==> config.mk <==
export PLATFORM = sky130hd
export DESIGN_NAME = dcache_victim_buffer_flat
export DESIGN_NICKNAME = d
export VERILOG_FILES = /design/src/rtl/dcache_victim_buffer_pkg.sv /design/src/rtl/dcache_victim_buffer_if.sv /design/src/rtl/dcache_victim_match.sv /design/src/rtl/dcache_victim_buffer.sv /design/src/flat_wrapper.sv
export SDC_FILE = /design/constraint.sdc
export NUM_CORES = 1
export LEC_CHECK = 0
export BUFFER_PORTS_ARGS = -buffer_cell sky130_fd_sc_hd__buf_2
export CORE_MARGIN = 2
export CORE_UTILIZATION = 45
export CTS_BUF_LIST = sky130_fd_sc_hd__clkbuf_4
export DETAILED_ROUTE_END_ITERATION = 6
export PLACE_DENSITY = 0.66
export SLEW_MARGIN = 40
export SYNTH_ARGS = -nofsm -noshare
export SYNTH_HDL_FRONTEND = slang
export SYNTH_SLANG_ARGS = --single-unit
==> constraint.sdc <==
create_clock -name clk -period 12.85 [get_ports clk]
set_input_delay 1.9275 -clock clk [delete_from_list [all_inputs] [get_ports clk]]
set_output_delay 1.9275 -clock clk [all_outputs]
set_load 0.01 [all_outputs]
==> src/rtl/dcache_victim_buffer_pkg.sv <==
// ============================================================================
// Module      : dcache_victim_buffer_pkg
// Description : Shared dcache victim-buffer types: drain FSM states and the
//               line data container sized from the configured line width.
// Revision    : 1.0 - initial release
// ============================================================================
`default_nettype none

`ifndef DCACHE_LINE_WORD
`define DCACHE_LINE_WORD 4
`endif

package dcache_victim_buffer_pkg;

  localparam int VB_LINE_WORD = `DCACHE_LINE_WORD;

  typedef logic [VB_LINE_WORD*32-1:0] line_data_t;

  typedef enum logic [1:0] {
    DRAIN_IDLE = 2'd0,
    DRAIN_REQ  = 2'd1,
    DRAIN_WAIT = 2'd2
  } drain_state_t;

  // Number of byte-offset bits ignored when comparing line addresses.
  function automatic int unsigned line_off_bits(input int unsigned line_word);
    return $clog2(line_word * 4);
  endfunction

endpackage

`default_nettype wire

==> src/rtl/dcache_victim_buffer_if.sv <==
// ============================================================================
// Module      : dcache_victim_buffer_if
// Description : Push / AXI-write / lookup / occupancy bundle of the victim
//               buffer. master = dcache + AXI side, slave = buffer.
// Revision    : 1.0 - initial release
// ============================================================================
`default_nettype none

interface dcache_victim_buffer_if
  import dcache_victim_buffer_pkg::*;
#(
  parameter int DEPTH     = 4,
  parameter int LINE_WORD = `DCACHE_LINE_WORD
);
  localparam int CNT_W = $clog2(DEPTH + 1);

  logic                      push_valid;
  logic [31:0]               push_addr;
  logic [LINE_WORD*32-1:0]   push_data;
  logic                      push_ready;

  logic                      wr_req;
  logic [31:0]               wr_addr;
  logic [LINE_WORD*32-1:0]   wr_data;
  logic                      wr_rdy;
  logic                      wr_valid;

  logic [31:0]               lk_addr;
  logic                      lk_hit;
  logic [LINE_WORD*32-1:0]   lk_data;

  logic                      empty;
  logic [CNT_W-1:0]          count;

  modport master (
    output push_valid, push_addr, push_data, wr_rdy, wr_valid, lk_addr,
    input  push_ready, wr_req, wr_addr, wr_data, lk_hit, lk_data, empty, count
  );

  modport slave (
    input  push_valid, push_addr, push_data, wr_rdy, wr_valid, lk_addr,
    output push_ready, wr_req, wr_addr, wr_data, lk_hit, lk_data, empty, count
  );

endinterface

`default_nettype wire

==> src/rtl/dcache_victim_match.sv <==
// ============================================================================
// Module      : dcache_victim_match
// Description : Parallel line-tag comparator with a youngest-match priority
//               encoder; age is the distance of a slot from the FIFO head.
// Revision    : 1.0 - initial release
// ============================================================================
`default_nettype none

module dcache_victim_match
  import dcache_victim_buffer_pkg::*;
#(
  parameter int DEPTH = 4,
  parameter int TAG_W = 28,
  parameter int IDX_W = $clog2(DEPTH)
) (
  input  logic [TAG_W-1:0]            tag,
  input  logic [DEPTH-1:0]            mask,
  input  logic [DEPTH-1:0][TAG_W-1:0] entry_tag,
  input  logic [IDX_W-1:0]            head,
  output logic                        hit,
  output logic [IDX_W-1:0]            idx
);

  logic [DEPTH-1:0] w_eq;
  logic [IDX_W-1:0] w_slot;

  generate
    for (genvar gi = 0; gi < DEPTH; gi++) begin : g_cmp
      assign w_eq[gi] = mask[gi] && (entry_tag[gi] == tag);
    end
  endgenerate

  // Walk oldest to youngest so the last hit seen is the youngest one.
  always_comb begin
    hit    = 1'b0;
    idx    = '0;
    w_slot = '0;
    for (int k = 0; k < DEPTH; k++) begin
      w_slot = head + IDX_W'(k);
      if (w_eq[w_slot]) begin
        hit = 1'b1;
        idx = w_slot;
      end
    end
  end

endmodule

`default_nettype wire

==> src/rtl/dcache_victim_buffer.sv <==
// ============================================================================
// Module      : dcache_victim_buffer
// Description : Circular FIFO of evicted dirty dcache lines drained to AXI
//               write, with zero-latency lookup. VICTIM_COALESCE_EN enables
//               merging a push into a matching entry that is not in flight.
// Revision    : 1.0 - initial release
// ============================================================================
`default_nettype none

module dcache_victim_buffer
  import dcache_victim_buffer_pkg::*;
#(
  parameter int DEPTH     = 4,
  parameter int LINE_WORD = `DCACHE_LINE_WORD
) (
  input  logic                   clk,
  input  logic                   resetn,
  dcache_victim_buffer_if.slave  bus
);

  localparam int IDX_W    = $clog2(DEPTH);
  localparam int CNT_W    = $clog2(DEPTH + 1);
  localparam int OFF_BITS = line_off_bits(LINE_WORD);
  localparam int TAG_W    = 32 - OFF_BITS;

  drain_state_t                r_state;
  drain_state_t                w_state_nxt;
  logic [IDX_W-1:0]            r_head;
  logic [IDX_W-1:0]            r_tail;
  logic [CNT_W-1:0]            r_count;
  logic [DEPTH-1:0]            r_valid;
  logic [DEPTH-1:0]            w_valid_nxt;
  logic [DEPTH-1:0][TAG_W-1:0] r_tag;
  line_data_t                  r_data [DEPTH];

  logic                        w_full;
  logic                        w_in_flight;
  logic                        w_push_ok;
  logic                        w_alloc;
  logic                        w_pop;
  logic                        w_coalesce;
  logic [IDX_W-1:0]            w_wr_idx;
  logic                        w_wr_req;
  logic                        w_lk_hit;
  logic [IDX_W-1:0]            w_lk_idx;
  logic                        w_unused_offsets;

  assign w_full      = (r_count == CNT_W'(DEPTH));
  assign w_in_flight = (r_state == DRAIN_WAIT);
  assign w_push_ok   = bus.push_valid && !w_full;
  assign w_pop       = w_in_flight && bus.wr_valid;
  assign w_alloc     = w_push_ok && !w_coalesce;

`ifdef VICTIM_COALESCE_EN
  logic [DEPTH-1:0] w_co_mask;
  logic             w_co_hit;
  logic [IDX_W-1:0] w_co_idx;

  // The in-flight head is owned by AXI and must not absorb new data.
  always_comb begin
    w_co_mask = r_valid;
    if (w_in_flight) begin
      w_co_mask[r_head] = 1'b0;
    end
  end

  dcache_victim_match #(
    .DEPTH (DEPTH),
    .TAG_W (TAG_W),
    .IDX_W (IDX_W)
  ) u_coalesce_match (
    .tag       (bus.push_addr[31:OFF_BITS]),
    .mask      (w_co_mask),
    .entry_tag (r_tag),
    .head      (r_head),
    .hit       (w_co_hit),
    .idx       (w_co_idx)
  );

  assign w_coalesce = w_push_ok && w_co_hit;
  assign w_wr_idx   = w_coalesce ? w_co_idx : r_tail;
`else
  assign w_coalesce = 1'b0;
  assign w_wr_idx   = r_tail;
`endif

  always_comb begin
    w_valid_nxt = r_valid;
    if (w_pop) begin
      w_valid_nxt[r_head] = 1'b0;
    end
    if (w_alloc) begin
      w_valid_nxt[r_tail] = 1'b1;
    end
  end

  always_ff @(posedge clk or negedge resetn) begin
    if (!resetn) begin
      r_head  <= '0;
      r_tail  <= '0;
      r_count <= '0;
      r_valid <= '0;
    end else begin
      r_valid <= w_valid_nxt;
      if (w_alloc) begin
        r_tail <= r_tail + IDX_W'(1);
      end
      if (w_pop) begin
        r_head <= r_head + IDX_W'(1);
      end
      if (w_alloc && !w_pop) begin
        r_count <= r_count + CNT_W'(1);
      end else if (!w_alloc && w_pop) begin
        r_count <= r_count - CNT_W'(1);
      end
    end
  end

  // Payload storage carries no reset; validity is tracked by r_valid.
  always_ff @(posedge clk) begin
    if (w_alloc) begin
      r_tag[r_tail] <= bus.push_addr[31:OFF_BITS];
    end
    if (w_push_ok) begin
      r_data[w_wr_idx] <= bus.push_data;
    end
  end

  always_ff @(posedge clk or negedge resetn) begin
    if (!resetn) begin
      r_state <= DRAIN_IDLE;
    end else begin
      r_state <= w_state_nxt;
    end
  end

  always_comb begin
    w_state_nxt = r_state;
    unique case (r_state)
      DRAIN_IDLE: begin
        if ((r_count != '0) || w_push_ok) begin
          w_state_nxt = DRAIN_REQ;
        end
      end
      DRAIN_REQ: begin
        if (bus.wr_rdy) begin
          w_state_nxt = DRAIN_WAIT;
        end
      end
      DRAIN_WAIT: begin
        if (bus.wr_valid) begin
          w_state_nxt = (r_count > CNT_W'(1)) ? DRAIN_REQ : DRAIN_IDLE;
        end
      end
      default: w_state_nxt = DRAIN_IDLE;
    endcase
  end

  always_comb begin
    w_wr_req = 1'b0;
    if (r_state == DRAIN_REQ) begin
      w_wr_req = 1'b1;
    end
  end

  dcache_victim_match #(
    .DEPTH (DEPTH),
    .TAG_W (TAG_W),
    .IDX_W (IDX_W)
  ) u_lookup_match (
    .tag       (bus.lk_addr[31:OFF_BITS]),
    .mask      (r_valid),
    .entry_tag (r_tag),
    .head      (r_head),
    .hit       (w_lk_hit),
    .idx       (w_lk_idx)
  );

  assign bus.wr_req     = w_wr_req;
  assign bus.wr_addr    = {r_tag[r_head], {OFF_BITS{1'b0}}};
  assign bus.wr_data    = r_data[r_head];
  assign bus.lk_hit     = w_lk_hit;
  assign bus.lk_data    = w_lk_hit ? r_data[w_lk_idx] : '0;
  assign bus.push_ready = resetn && !w_full;
  assign bus.empty      = (r_count == '0);
  assign bus.count      = r_count;

  assign w_unused_offsets = ^{bus.push_addr[OFF_BITS-1:0], bus.lk_addr[OFF_BITS-1:0]};

endmodule

`default_nettype wire

==> src/flat_wrapper.sv <==
// flat-port wrapper written by rule: the top's interface ports become plain ports
module dcache_victim_buffer_flat import dcache_victim_buffer_pkg::*;
#(
  parameter int DEPTH     = 4,
  parameter int LINE_WORD = `DCACHE_LINE_WORD
)
  (clk, resetn, bus_push_valid, bus_push_addr, bus_push_data, bus_wr_rdy, bus_wr_valid, bus_lk_addr, bus_push_ready, bus_wr_req, bus_wr_addr, bus_wr_data, bus_lk_hit, bus_lk_data, bus_empty, bus_count);
  dcache_victim_buffer_if #(.DEPTH(DEPTH), .LINE_WORD(LINE_WORD)) bus_i ();
  input  logic clk;
  input  logic resetn;
  input wire logic [$bits(bus_i.push_valid)-1:0] bus_push_valid;
  input wire logic [$bits(bus_i.push_addr)-1:0] bus_push_addr;
  input wire logic [$bits(bus_i.push_data)-1:0] bus_push_data;
  input wire logic [$bits(bus_i.wr_rdy)-1:0] bus_wr_rdy;
  input wire logic [$bits(bus_i.wr_valid)-1:0] bus_wr_valid;
  input wire logic [$bits(bus_i.lk_addr)-1:0] bus_lk_addr;
  output wire logic [$bits(bus_i.push_ready)-1:0] bus_push_ready;
  output wire logic [$bits(bus_i.wr_req)-1:0] bus_wr_req;
  output wire logic [$bits(bus_i.wr_addr)-1:0] bus_wr_addr;
  output wire logic [$bits(bus_i.wr_data)-1:0] bus_wr_data;
  output wire logic [$bits(bus_i.lk_hit)-1:0] bus_lk_hit;
  output wire logic [$bits(bus_i.lk_data)-1:0] bus_lk_data;
  output wire logic [$bits(bus_i.empty)-1:0] bus_empty;
  output wire logic [$bits(bus_i.count)-1:0] bus_count;
  assign bus_i.push_valid = bus_push_valid;
  assign bus_i.push_addr = bus_push_addr;
  assign bus_i.push_data = bus_push_data;
  assign bus_i.wr_rdy = bus_wr_rdy;
  assign bus_i.wr_valid = bus_wr_valid;
  assign bus_i.lk_addr = bus_lk_addr;
  assign bus_push_ready = bus_i.push_ready;
  assign bus_wr_req = bus_i.wr_req;
  assign bus_wr_addr = bus_i.wr_addr;
  assign bus_wr_data = bus_i.wr_data;
  assign bus_lk_hit = bus_i.lk_hit;
  assign bus_lk_data = bus_i.lk_data;
  assign bus_empty = bus_i.empty;
  assign bus_count = bus_i.count;
  dcache_victim_buffer #(.DEPTH(DEPTH), .LINE_WORD(LINE_WORD)) u_core (.clk(clk), .resetn(resetn), .bus(bus_i));
endmodule
==> reports/results.tsv, run 1 <==
metric	value	unit
final_layout_size_suffix_gt1_share	44.0	%
synthCells	1526	
die_y	257	um
hold_violations	0	
nets	2309	
io_pins	492	
cts_root_buffer	clkbuf_4	
grt_overflow	0	
ant_nets	0	
start_util	45.6	%
slew_viol_final	0	
ys.flop_type	edfxtp_1	
relSlewSlack	41.7	%
cts_sinks	637	
yosysTopAreaCellShare	65.1	%
max-clock-path-buffers	3	
synth_area	0.0288	sq mm
globalRouteTotalUtil	22.3	%
wire_per_inst	24.0	um
die_w	257	um
vias	17000	
yosysSeqAreaShare	66.3	%
area_growth	18.3	%
synth_edf_count	624	
period_minus_slack	7.76	ns
core-area	0.0631	sq mm
gp_congestion	0.803	
worstPathMaxFanout	38	
status	complete, no violations	
hold_class	register to register	
antenna_found_initial	21	
cts_setup_buffers	0	
finalNonFillerCells	3064	
crit_required	10.92	ns
power_density	200	mW/mm^2
fin_setup_tns	0	ns
synthTopCellsByCount	edfxtp_1 (624), mux2i_1 (258), mux4_2 (156), o22ai_1 (96), xnor2_1 (70)	
maxCapViolCount	0	
synth.avg_cell_area	18.8	sq um
synth_most_common_cell	edfxtp_1	
clk_latency	0.97	ns
rsz0062_at_grt	false	
crit_type	input port to primary output	
synth.top_cells.by_area	edfxtp_1 (65%), mux4_2 (12%), mux2i_1 (9.0%)	
place_area	0.0319	sq mm
tightestPinTransition	0.867	ns
async_flop_share	2.04	%
cp-start-kind	input port	
worstSetupEndpointType	primary output	
cts_made_buffers	165	
clk_pin_slew_worst_paths	0.07	ns
totalWireLength	73600	um
vias_per_cell	5.55	
vdd_drop_max	0.101	mV
fmax	129	MHz
port-buffer-count	479	
grt_max_degree	65	
cts_tree	done	
ys_seq_elements	637	
placedCellCount	2778	
final_area	0.0340	sq mm
drtPass1Iterations	4	
ys_types	46	
period_share	60.4	%
place_hpwl	46800	um
grt_pass1_vias	18400	
grt_pass1_wl	110000	um
ctsResizeCount	0	
setup_viol	0	
std_cell_rows	92	
critical_path_arrival	5.83	ns
die_area	0.0660	sq mm
cts_hold_buf	0	
totalPowerFinal	6.79	mW
synth_largest_area_cell	edfxtp_1	
fin_worst_skew	0.0572	ns
power.leakage	13.9	nW
yosysWarningCount	0	
drc	0	
h-tree-depth	4	
drtIter0Drc	1101	
cell families (layout without fill, tap and decap cells):
group | Yosys count | after routing | share of synthesized area [%]
buffers and inverters | 119 | 796 | 2.79
adders and majority gates | 12 | 12 | 0.522
AOI/OAI and AO/OA | 152 | 152 | 4.13
xor gates and xnor gates | 117 | 117 | 3.56
DFF | 637 | 637 | 66.3
and+or+nand+nor | 73 | 73 | 1.47
other | 1 | 16 | 0.0130
muxes | 415 | 415 | 21.2
worst paths after layout:
check	from	slack [ns]	depth (start not counted)	endpoint
max	bus_lk_addr[27]	5.09	12	bus_lk_data[107]
min	u_core.r_valid[2]	0.48	1	u_core.r_valid[2]
max reg2reg	u_core.bus.count[0]	10.02	6	u_core.r_data[0][120]
min reg2reg	u_core.r_valid[2]	0.48	1	u_core.r_valid[2]
max in group asynchronous	resetn	11.67	1	u_core.r_head[0]
min in group asynchronous	resetn	0.86	1	u_core.r_valid[1]
area by class of cell:
| class | instances | area [sq um] |
|---|---|---|
| fill | 5241 | 29100 |
| sequential | 637 | 19100 |
| multi-input combinational | 773 | 8930 |
| timing repair buffer | 513 | 2820 |
| clock buffer | 243 | 1820 |
| tap | 846 | 1060 |
| clock inverter | 30 | 243 |
| inverter | 10 | 37.5 |
| antenna | 12 | 30.0 |
stage by stage:
step / hold WS [ns] / utilization [%] / setup WS, ns
2_1_floorplan: 0.450 / - / 6.38
3_3_place_gp: 0.468 / 50.2 / 4.49
3_5_place_dp: 0.470 / 50.6 / 5.10
4_1_cts: 0.486 / 53.8 / 5.11
5_1_grt: 0.497 / 53.9 / 4.91
6_report: 0.483 / 53.9 / 5.09
critical path, stage by stage:
cell and delay [ns]:
buf_2 0.14, xor2_1 0.18, nor4_1 0.42, nand4_1 0.33
nor4_4 0.46, a211oi_2 0.17, o221ai_4 0.33, buf_4 0.59
buf_4 0.60, mux2i_1 0.29, o22ai_2 0.10, buf_2 0.18
where the power goes:
| group | switching, mW | internal (mW) |
|---|---|---|
| sequential | 0.200 | 2.75 |
| combinational | 1.18 | 0.934 |
| clock | 0.793 | 0.937 |
| total | 2.17 | 4.62 |
cell usage in the layout, fill, tap and decap left out, types with 3 or more instances in the layout:
master / netlist / routed
xnor2_1: 70 / 70
buf_2: 31 / 479
diode_2: 0 / 12
bufinv_16: 0 / 4
buf_6: 16 / 18
nor2_1: 6 / 6
a21o_1: 5 / 5
buf_12: 8 / 7
nor4_1: 15 / 15
nand4_1: 18 / 18
buf_4: 6 / 7
and2_4: 0 / 4
nand2_1: 16 / 16
o21ai_0: 6 / 6
dfrtp_1: 13 / 11
clkinv_1: 0 / 16
mux4_2: 156 / 156
conb_1: 1 / 4
o22ai_1: 96 / 96
mux2i_1: 258 / 258
edfxtp_1: 624 / 624
ha_1: 12 / 12
inv_1: 10 / 10
clkbuf_4: 0 / 243
inv_2: 0 / 3
xor2_1: 47 / 47
o22ai_2: 32 / 32
state kept, by name (all words and copies together), names as in the netlist:
| signal | cells |
|---|---|
| u_core.r_tail | 2 |
| u_core.r_head | 2 |
| u_core.bus.count | 3 |
| u_core.r_valid | 4 |
| u_core.r_data | 512 |
| u_core.r_state | 2 |
| u_core.r_tag | 112 |
per-layer routing:
metal	vias up	GRT usage (%)	part of all wire, %
met1	8665	25.5	37
met3	138	8.44	8.7
met4	18	9.48	2.8
met2	633	37.6	51
li1	7541	-	-
met5	-	0	0.18
Note: power is estimated with default switching activity, not from simulation.
==> run 2: changes to the inputs <==
- PLACE_DENSITY: 0.66 -> 0.69
- clock period: 12.85 -> 6.6 ns (I/O delays scaled with it)
==> reports/results.tsv, run 2 (synthesis gave the netlist of run 1 again) <==
metric	value	unit	change
finalNonFillerCells	3064		unchanged
fin_worst_skew	0.0523	ns	-0.00486 ns
period_minus_slack	5.58	ns	
drc	0		unchanged
h-tree-depth	4		unchanged
clk_latency	0.98	ns	about the same
mostFrequentLayoutCells	edfxtp_1 (624), buf_2 (479), mux2i_1 (258)		
grt_pass1_vias	18100		-1.4%
die_y	257	um	unchanged
worstSetupStartpoint	u_core.r_tag[108]		
slew_viol_final	0		unchanged
clk_pin_slew_worst_paths	0.06	ns	about the same
place_hpwl	45100	um	-3.8%
top_register	u_core.r_data		
worstSetupEndpointType	primary output		
placedCellCount	2777		-0.036%
layout_commonest_cell	edfxtp_1		
cts_sinks	637		unchanged
period_share	84.6	%	
fin_setup_tns	0	ns	unchanged
largest_reg_flops	512		unchanged
critical_path_arrival	4.59	ns	-1.24 ns
port-buffer-count	479		unchanged
vias	17000		-0.076%
rsz0062_at_grt	false		
final_layout_size_suffix_gt1_share	43.9	%	-0.11 points
antenna_found_initial	21		unchanged
setup_viol	0		unchanged
power.leakage	13.9	nW	+0.16%
wire_per_inst	23.5	um	-2.0%
std_cell_rows	92		unchanged
cts_setup_buffers	0		unchanged
crit_type	register to primary output		
cts_root_buffer	clkbuf_4		
die_w	257	um	unchanged
start_util	45.6	%	unchanged
grt_pass1_wl	107000	um	-2.7%
power_density	388	mW/mm^2	+94%
grt_overflow	0		unchanged
gp_congestion	0.790		-1.6%
relSlewSlack	47.8	%	+6.2 points
totalPowerFinal	13.2	mW	+95%
final_util	54.0	%	+0.095 points
tightestPinTransition	0.783	ns	-0.0844 ns
drtPass1Iterations	5		+1
ant_nets	0		unchanged
hold_violations	0		unchanged
worstPathMaxFanout	108		+180%
totalWireLength	72100	um	-2.0%
area_growth	18.5	%	
grt_max_degree	109		+68%
cts_made_buffers	163		-1.2%
crit_required	5.61	ns	-5.31 ns
hp-start	bus_push_data[39]		
io_pins	492		unchanged
maxCapViolCount	0		unchanged
die_area	0.0660	sq mm	unchanged
final_area	0.0341	sq mm	+0.18%
hold_class	input port to register		
globalRouteTotalUtil	21.6	%	-0.70 points
place_area	0.0320	sq mm	+0.20%
drtIter0Drc	968		-12%
nets	2306		-0.13%
status	complete, no violations		
cts_tree	done		
vdd_drop_max	0.225	mV	+120%
cp-start-kind	register		
r2r_start	u_core.bus.count[1]		
vias_per_cell	5.54		about the same
max-clock-path-buffers	3		unchanged
fmax	179	MHz	
reg_top3	u_core.r_data (512), u_core.r_tag (112), u_core.r_valid (4)		
core-area	0.0631	sq mm	unchanged
## run 2: cell types whose count changed in the layout (fill, tap and decap cells not counted)
cell / delta
clkinv_4: +2
clkbuf_4: -4
inv_6: +2
inv_2: -2
dlygate4sd3_1: +1
buf_8: -2
buf_4: +5
clkinv_1: +2
buf_16: +1
diode_2: -1
clkinv_2: +2
buf_6: -14
buf_12: +8
## run 2: final timing paths
path                                        endpoint  slack [ns]  cells past startpoint
worst min-delay path            u_core.r_data[0][39]        0.22                      1
worst max-delay path                 bus_lk_data[84]        1.02                     10
max in group asynchronous           u_core.r_head[1]        5.83                      2
min in group asynchronous          u_core.r_valid[0]        0.46                      2
worst min register to register     u_core.r_valid[1]        0.48                      1
worst max register to register      u_core.r_tag[84]        3.39                      5
## run 2: report_power, final
group | total (mW) | switching [mW] | leakage, nW | internal [mW]
sequential | 5.72 | 0.365 | 5.86 | 5.35
clock | 3.37 | 1.56 | 1.23 | 1.81
combinational | 4.13 | 2.31 | 6.83 | 1.82
## run 2: final cells by class
cell class              instances  area [sq um]
clock buffers                 239          1790
multi-input cells             773          8930
flip-flops and latches        637         19100
repair buffers                512          2870
inverters                      10          37.5
fillers                      5120         29000
clock inverters                36           288
well taps                     846          1060
diodes                         11          27.5
## run 2: per-stage QoR
stage	hold slack, ns	setup slack, ns
after floorplan	0.450	1.06
after global placement	0.470	1.34
after detailed placement	0.470	1.34
after CTS	0.0456	0.892
after global routing	0.115	0.658
final	0.220	1.02
## run 2: worst max-delay path, stage by stage, from the launching register on
cell and delay (ns):
edfxtp_1 0.40, xnor2_1 0.42, nand4_1 0.23, nor4_1 0.56, nand2_1 0.22, a211oi_1 0.26, a211oi_1 0.13, o31ai_4 0.31
buf_12 0.55, o22ai_1 0.27, buf_2 0.21
## run 2: repair_timing
| item | 4_1_cts | 5_1_grt |
|---|---|---|
| resized for setup | 0 | 0 |
| endpoints found under the hold margin | 13 | 0 |
| endpoints found under the setup margin | 0 | 0 |
| hold buffers | 1 | 0 |
## run 2: layer usage
layer	part of all wire [%]	up-vias	global-route usage, %
li1	-	7546	-
met1	38	8601	25.0
met2	50	642	36.2
met3	8.1	175	7.57
met4	3.3	18	9.71
met5	0.16	-	0
